[src/rtl/mac_accum4_if.sv]
// rtl/mac_accum4_if.sv - beat input / vector output bundle between the MAC stage and its neighbours
interface mac_accum4_if #(
    parameter int DATA_SIZE = 8,
    parameter int ACC_SIZE  = 21
);
    logic                        start;
    logic                        data_valid;
    logic signed [DATA_SIZE-1:0] x_in;
    logic signed [DATA_SIZE-1:0] w0;
    logic signed [DATA_SIZE-1:0] w1;
    logic signed [DATA_SIZE-1:0] w2;
    logic signed [DATA_SIZE-1:0] w3;
    logic                        busy;
    logic                        acc_ready;
    logic signed [ACC_SIZE-1:0]  out0;
    logic signed [ACC_SIZE-1:0]  out1;
    logic signed [ACC_SIZE-1:0]  out2;
    logic signed [ACC_SIZE-1:0]  out3;

    modport master (
        output start, data_valid, x_in, w0, w1, w2, w3,
        input  busy, acc_ready, out0, out1, out2, out3
    );

    modport slave (
        input  start, data_valid, x_in, w0, w1, w2, w3,
        output busy, acc_ready, out0, out1, out2, out3
    );
endinterface

[src/rtl/mac_accum4.sv]
// rtl/mac_accum4.sv - four-lane signed saturating multiply-accumulate feeding the ReLU stage
module mac_accum4 #(
    parameter int DATA_SIZE = 8,
    parameter int ACC_SIZE  = 21,
    parameter int NUM_TERMS = 16,
    parameter int CNT_SIZE  = 7
) (
    input logic         clk,
    input logic         rst_n,
    mac_accum4_if.slave bus
);
    typedef enum logic {
        S_IDLE  = 1'b0,
        S_ACCUM = 1'b1
    } state_t;

    localparam logic signed [ACC_SIZE-1:0] ACC_MAX   = {1'b0, {(ACC_SIZE-1){1'b1}}};
    localparam logic signed [ACC_SIZE-1:0] ACC_MIN   = {1'b1, {(ACC_SIZE-1){1'b0}}};
    localparam logic [CNT_SIZE-1:0]        LAST_BEAT = CNT_SIZE'(NUM_TERMS - 1);

    state_t                     r_state;
    logic [CNT_SIZE-1:0]        r_cnt;
    logic                       r_busy;
    logic                       r_ready;
    logic signed [ACC_SIZE-1:0] r_acc [4];
    logic signed [ACC_SIZE-1:0] r_out [4];

    logic signed [DATA_SIZE-1:0] w_wt  [4];
    logic signed [ACC_SIZE-1:0]  w_sum [4];

    // One guard bit above the accumulator is enough to detect overflow of acc + product.
    function automatic logic signed [ACC_SIZE-1:0] sat_mac(
        input logic signed [ACC_SIZE-1:0]  acc,
        input logic signed [DATA_SIZE-1:0] x,
        input logic signed [DATA_SIZE-1:0] w
    );
        logic signed [2*DATA_SIZE-1:0] prod;
        logic signed [ACC_SIZE:0]      sum;
        prod = (2*DATA_SIZE)'(x) * (2*DATA_SIZE)'(w);
        sum  = (ACC_SIZE+1)'(acc) + (ACC_SIZE+1)'(prod);
        if (sum[ACC_SIZE] != sum[ACC_SIZE-1]) begin
            return sum[ACC_SIZE] ? ACC_MIN : ACC_MAX;
        end
        return sum[ACC_SIZE-1:0];
    endfunction

    always_comb begin
        w_wt[0] = bus.w0;
        w_wt[1] = bus.w1;
        w_wt[2] = bus.w2;
        w_wt[3] = bus.w3;
        for (int i = 0; i < 4; i++) begin
            w_sum[i] = sat_mac(r_acc[i], bus.x_in, w_wt[i]);
        end
    end

    always_ff @(posedge clk) begin
        if (!rst_n) begin
            r_state <= S_IDLE;
            r_cnt   <= '0;
            r_busy  <= 1'b0;
            r_ready <= 1'b0;
            for (int i = 0; i < 4; i++) begin
                r_acc[i] <= '0;
                r_out[i] <= '0;
            end
        end else begin
            r_ready <= 1'b0;
            case (r_state)
                S_IDLE: begin
                    if (bus.start) begin
                        r_state <= S_ACCUM;
                        r_busy  <= 1'b1;
                        r_cnt   <= '0;
                        for (int i = 0; i < 4; i++) begin
                            r_acc[i] <= '0;
                        end
                    end
                end
                S_ACCUM: begin
                    if (bus.data_valid) begin
                        // The final beat goes straight to the outputs so acc_ready follows it by one cycle.
                        if (r_cnt == LAST_BEAT) begin
                            for (int i = 0; i < 4; i++) begin
                                r_out[i] <= w_sum[i];
                            end
                            r_ready <= 1'b1;
                            r_busy  <= 1'b0;
                            r_cnt   <= '0;
                            r_state <= S_IDLE;
                        end else begin
                            for (int i = 0; i < 4; i++) begin
                                r_acc[i] <= w_sum[i];
                            end
                            r_cnt <= r_cnt + 1'b1;
                        end
                    end
                end
                default: r_state <= S_IDLE;
            endcase
        end
    end

    assign bus.busy      = r_busy;
    assign bus.acc_ready = r_ready;
    assign bus.out0      = r_out[0];
    assign bus.out1      = r_out[1];
    assign bus.out2      = r_out[2];
    assign bus.out3      = r_out[3];
endmodule

[src/flat_wrapper.sv]
// flat-port wrapper written by rule: the top's interface ports become plain ports
module mac_accum4_flat 
#(
    parameter int DATA_SIZE = 8,
    parameter int ACC_SIZE  = 21,
    parameter int NUM_TERMS = 16,
    parameter int CNT_SIZE  = 7
)
  (clk, rst_n, bus_start, bus_data_valid, bus_x_in, bus_w0, bus_w1, bus_w2, bus_w3, bus_busy, bus_acc_ready, bus_out0, bus_out1, bus_out2, bus_out3);
  mac_accum4_if #(.DATA_SIZE(DATA_SIZE), .ACC_SIZE(ACC_SIZE)) bus_i ();
  input logic clk;
  input logic rst_n;
  input wire logic [$bits(bus_i.start)-1:0] bus_start;
  input wire logic [$bits(bus_i.data_valid)-1:0] bus_data_valid;
  input wire logic [$bits(bus_i.x_in)-1:0] bus_x_in;
  input wire logic [$bits(bus_i.w0)-1:0] bus_w0;
  input wire logic [$bits(bus_i.w1)-1:0] bus_w1;
  input wire logic [$bits(bus_i.w2)-1:0] bus_w2;
  input wire logic [$bits(bus_i.w3)-1:0] bus_w3;
  output wire logic [$bits(bus_i.busy)-1:0] bus_busy;
  output wire logic [$bits(bus_i.acc_ready)-1:0] bus_acc_ready;
  output wire logic [$bits(bus_i.out0)-1:0] bus_out0;
  output wire logic [$bits(bus_i.out1)-1:0] bus_out1;
  output wire logic [$bits(bus_i.out2)-1:0] bus_out2;
  output wire logic [$bits(bus_i.out3)-1:0] bus_out3;
  assign bus_i.start = bus_start;
  assign bus_i.data_valid = bus_data_valid;
  assign bus_i.x_in = bus_x_in;
  assign bus_i.w0 = bus_w0;
  assign bus_i.w1 = bus_w1;
  assign bus_i.w2 = bus_w2;
  assign bus_i.w3 = bus_w3;
  assign bus_busy = bus_i.busy;
  assign bus_acc_ready = bus_i.acc_ready;
  assign bus_out0 = bus_i.out0;
  assign bus_out1 = bus_i.out1;
  assign bus_out2 = bus_i.out2;
  assign bus_out3 = bus_i.out3;
  mac_accum4 #(.DATA_SIZE(DATA_SIZE), .ACC_SIZE(ACC_SIZE), .NUM_TERMS(NUM_TERMS), .CNT_SIZE(CNT_SIZE)) u_core (.clk(clk), .rst_n(rst_n), .bus(bus_i));
endmodule
[config.mk]
export PLATFORM = sky130hd
export DESIGN_NAME = mac_accum4_flat
export DESIGN_NICKNAME = d
export VERILOG_FILES = /design/src/rtl/mac_accum4_if.sv /design/src/rtl/mac_accum4.sv /design/src/flat_wrapper.sv
export SDC_FILE = /design/constraint.sdc
export NUM_CORES = 1
export LEC_CHECK = 0
export ABC_AREA = 1
export ABC_CLOCK_PERIOD_IN_PS = 6410
export CAP_MARGIN = 20
export CORE_ASPECT_RATIO = 0.5
export CORE_UTILIZATION = 57
export DETAILED_ROUTE_END_ITERATION = 10
export HOLD_SLACK_MARGIN = 0.06
export PLACE_DENSITY = 0.8
export REMOVE_ABC_BUFFERS = 1
export SLEW_MARGIN = 20
export SYNTH_ARGS = -nofsm -noshare
export SYNTH_HDL_FRONTEND = slang
export SYNTH_SLANG_ARGS = --single-unit
[constraint.sdc]
create_clock -name clk -period 6.41 [get_ports clk]
set_input_delay 1.282 -clock clk [delete_from_list [all_inputs] [get_ports clk]]
set_output_delay 1.282 -clock clk [all_outputs]
set_load 0.005 [all_outputs]
==> impl_metrics.tcl <==
set metrics [dict create \
    synth_area_leader_cell "fa_1" \
    cts_tree "built" \
    syn_inst 2594 \
    rsz0062_at_grt "false" \
    setup_violations 0 \
    max_freq_ghz 0.1617 \
    fin_skew_ns 0.01188 \
    place_congestion 0.9405 \
    final_nets 3621 \
    worst-r2r-setup-slack_ns 1.42 \
    hp-class "register to register" \
    finalMaxSlewViolations 0 \
    ioPinCount 130 \
    synth-adder-area-share_pct 43.86 \
    vias_per_cell 5.230 \
    grtUsageTotal_pct 29.07 \
    cp-start-kind "input pin" \
    rows 51 \
    htreeDepth 4 \
    multiInputGateArea_mm2 0.01557 \
    seqCellArea_mm2 0.005035 \
    ys_seq_area_share_pct 21.64 \
    dieWidth_um 287.7 \
    wire_per_inst_um 16.51 \
    synth_mux_area_share_pct 0 \
    hpwl_mm 46.45 \
    clockRootBuffer "clkbuf_16" \
    antenna_found_initial 5 \
    die_h_um 144.8 \
    path_clk_slew_ns 0.08 \
    grt_pass1_vias 19460 \
    syn_avg_cell_area_um2 8.967 \
    insertion_delay_ns 0.48 \
    path_cells "clkdlybuf4s50_1 -> clkinv_1 -> fa_1 -> inv_1 -> fa_1 -> fa_1 -> fa_1 -> fa_1 -> ha_1 -> nand2_1 -> o21ai_0 -> nand2_1 -> nand2_1 -> nand2_1 -> nand3_1 -> nand3_2 -> nand2_2 -> nand2_2 -> buf_12 -> a21oi_1" \
    synth_cell_types 40 \
    dr_total_vias 18520 \
    grtUsageMet2_pct 50.01 \
    n_fill_cell 2707 \
    synth_top_area_share_pct 33.05 \
    period_share_pct 96.47 \
    synth-simple-area-share_pct 13.31 \
    ys_ff_latch 178 \
    floorplan.initialDensity_pct 58.80 \
    synth_edf_count 147 \
    async_flop_share_pct 0 \
    cts_num_sinks 178 \
    end_kind "register" \
    grt_busiest_layer "met2" \
    synth-compound-area-share_pct 6.788 \
    hold_buffers 0 \
    drt_iter0_markers 1343 \
    crit_path_frequent_cell "fa_1" \
    slowest_stage "fa_1" \
    final_cell_mix "inv_1, nand2_1, fa_1" \
    status "completed" \
    crit_type "input pin to register" \
    drv_cap 0 \
    grt_pass1_wl_mm 94.73 \
    worst_ep_required_time_ns 6.71 \
    area_delta_synth_final_pct 21.84 \
    final_common_cell "inv_1" \
    detail-route-antenna-nets 0 \
    numCtsBuffers 17 \
    met3_usage_pct 3.621 \
    yosys_warnings 0 \
    cp_data_arrival_time_ns 6.49 \
    min_period_ns 6.183 \
    hold-worst-slack_ns 0.4799 \
    met1_usage_pct 38.23 \
    synthTopCellsByArea "fa_1, edfxtp_1, ha_1" \
    tightest_slew_ns 1.089 \
    drc 0 \
    slowest_delay_ns 0.61 \
    synth_top_family_by_area "adder cells" \
    hold_viol_final 0 \
    grt_start_max_net_pins 46 \
    syn-cell-area_mm2 0.02326 \
    drt_wl_total_mm 58.48 \
    coreArea_mm2 0.03956 \
    ys.flop_type "edfxtp_1" \
    portBuffers 129 \
    first_pass_iters 5 \
    timing.slew.headroom_pct 27.30 \
    cts.path.max_buffers 2 \
    crit_path_max_fanout 18 \
    grt.overflow.total 0 \
    drive_above_1_share_pct 14.58 \
    synth_xor_area_share_pct 2.749 \
    dieArea_mm2 0.04167 \
]
==> final timing paths <==
check	depth (start not counted)	end	from
hold / removal	2	u_core.r_acc[2][5]	u_core.r_acc[2][5]
setup / recovery	20	u_core.r_out[3][0]	bus_w3[7]
setup reg to reg	24	u_core.r_out[1][8]	u_core.r_acc[1][6]
hold reg to reg	2	u_core.r_acc[2][5]	u_core.r_acc[2][5]
==> synthesized netlist by cell type (all sizes together), types with 31 or more instances <==
master,count
ha,201
nand3,59
nor2,101
dfxtp,31
nand2,591
edfxtp,147
inv,593
buf,39
fa,384
xor2,60
o21ai,47
clkbuf,57
a21oi,229
==> per-layer routing <==
metal | share of wire [%] | wire length [µm]
met3 | 5.7 | 3323
met1 | 42 | 24570
met5 | 0 | 0
met2 | 49 | 28820
met4 | 3.0 | 1758
==> metrics by stage <==
stage / setup WS, ns / setup TNS (ns) / util [%] / cell area, µm² / instances
3_3_place_gp: -0.1639 / -16.71 / 69.80 / 27620 / 3498
4_1_cts: 0.1716 / 0 / 71.30 / 28210 / 3530
6_report: 0.2265 / 0 / 71.64 / 28340 / 3541
3_5_place_dp: -0.2654 / -36.24 / 69.81 / 27620 / 3498
2_1_floorplan: 0.08546 / 0 / - / 22790 / 2498
5_1_grt: 0.0008020 / 0 / 71.63 / 28340 / 3540
==> critical path, delay by kind of cell <==
family                     cells  cell delay (ns)
and+or+nand+nor                8             0.81
adders and majority gates      6             2.92
AOI/OAI and AO/OA              2             0.38
buffers and inverters          4             1.09
==> cell families (layout without fill, tap and decap cells) <==
kind of cell | after synthesis | after routing
AO/OA/AOI/OAI | 292 | 292
XOR/XNOR | 73 | 73
adder cells (fa/ha/maj) | 585 | 585
buffers and inverters | 693 | 1104
flip-flops | 178 | 178
other | 0 | 6
AND/OR/NAND/NOR | 773 | 773
==> final cells by class <==
type | instances | share of cell area (%)
Inverter | 597 | 7.907
Tap cell | 530 | 2.340
Clock inverter | 15 | 0.5783
Multi-Input combinational cell | 1723 | 54.94
Clock buffer | 17 | 1.501
Timing Repair Buffer | 475 | 14.92
Antenna cell | 6 | 0.05298
Sequential cell | 178 | 17.76
==> sequential cells by signal (all words and copies together), names as in the netlist <==
signal / count
u_core.bus.busy: 1
u_core.r_state: 1
u_core.bus.acc_ready: 1
u_core.r_out: 84
u_core.r_acc: 84
u_core.r_cnt: 7
==> timing repair <==
action,CTS,global route
setup endpoints to repair,0,143
gates resized for setup,0,12
setup buffers,0,3
Power is not shown: default switching activity piles up to over one toggle a cycle in this logic, so the estimate is an artifact.
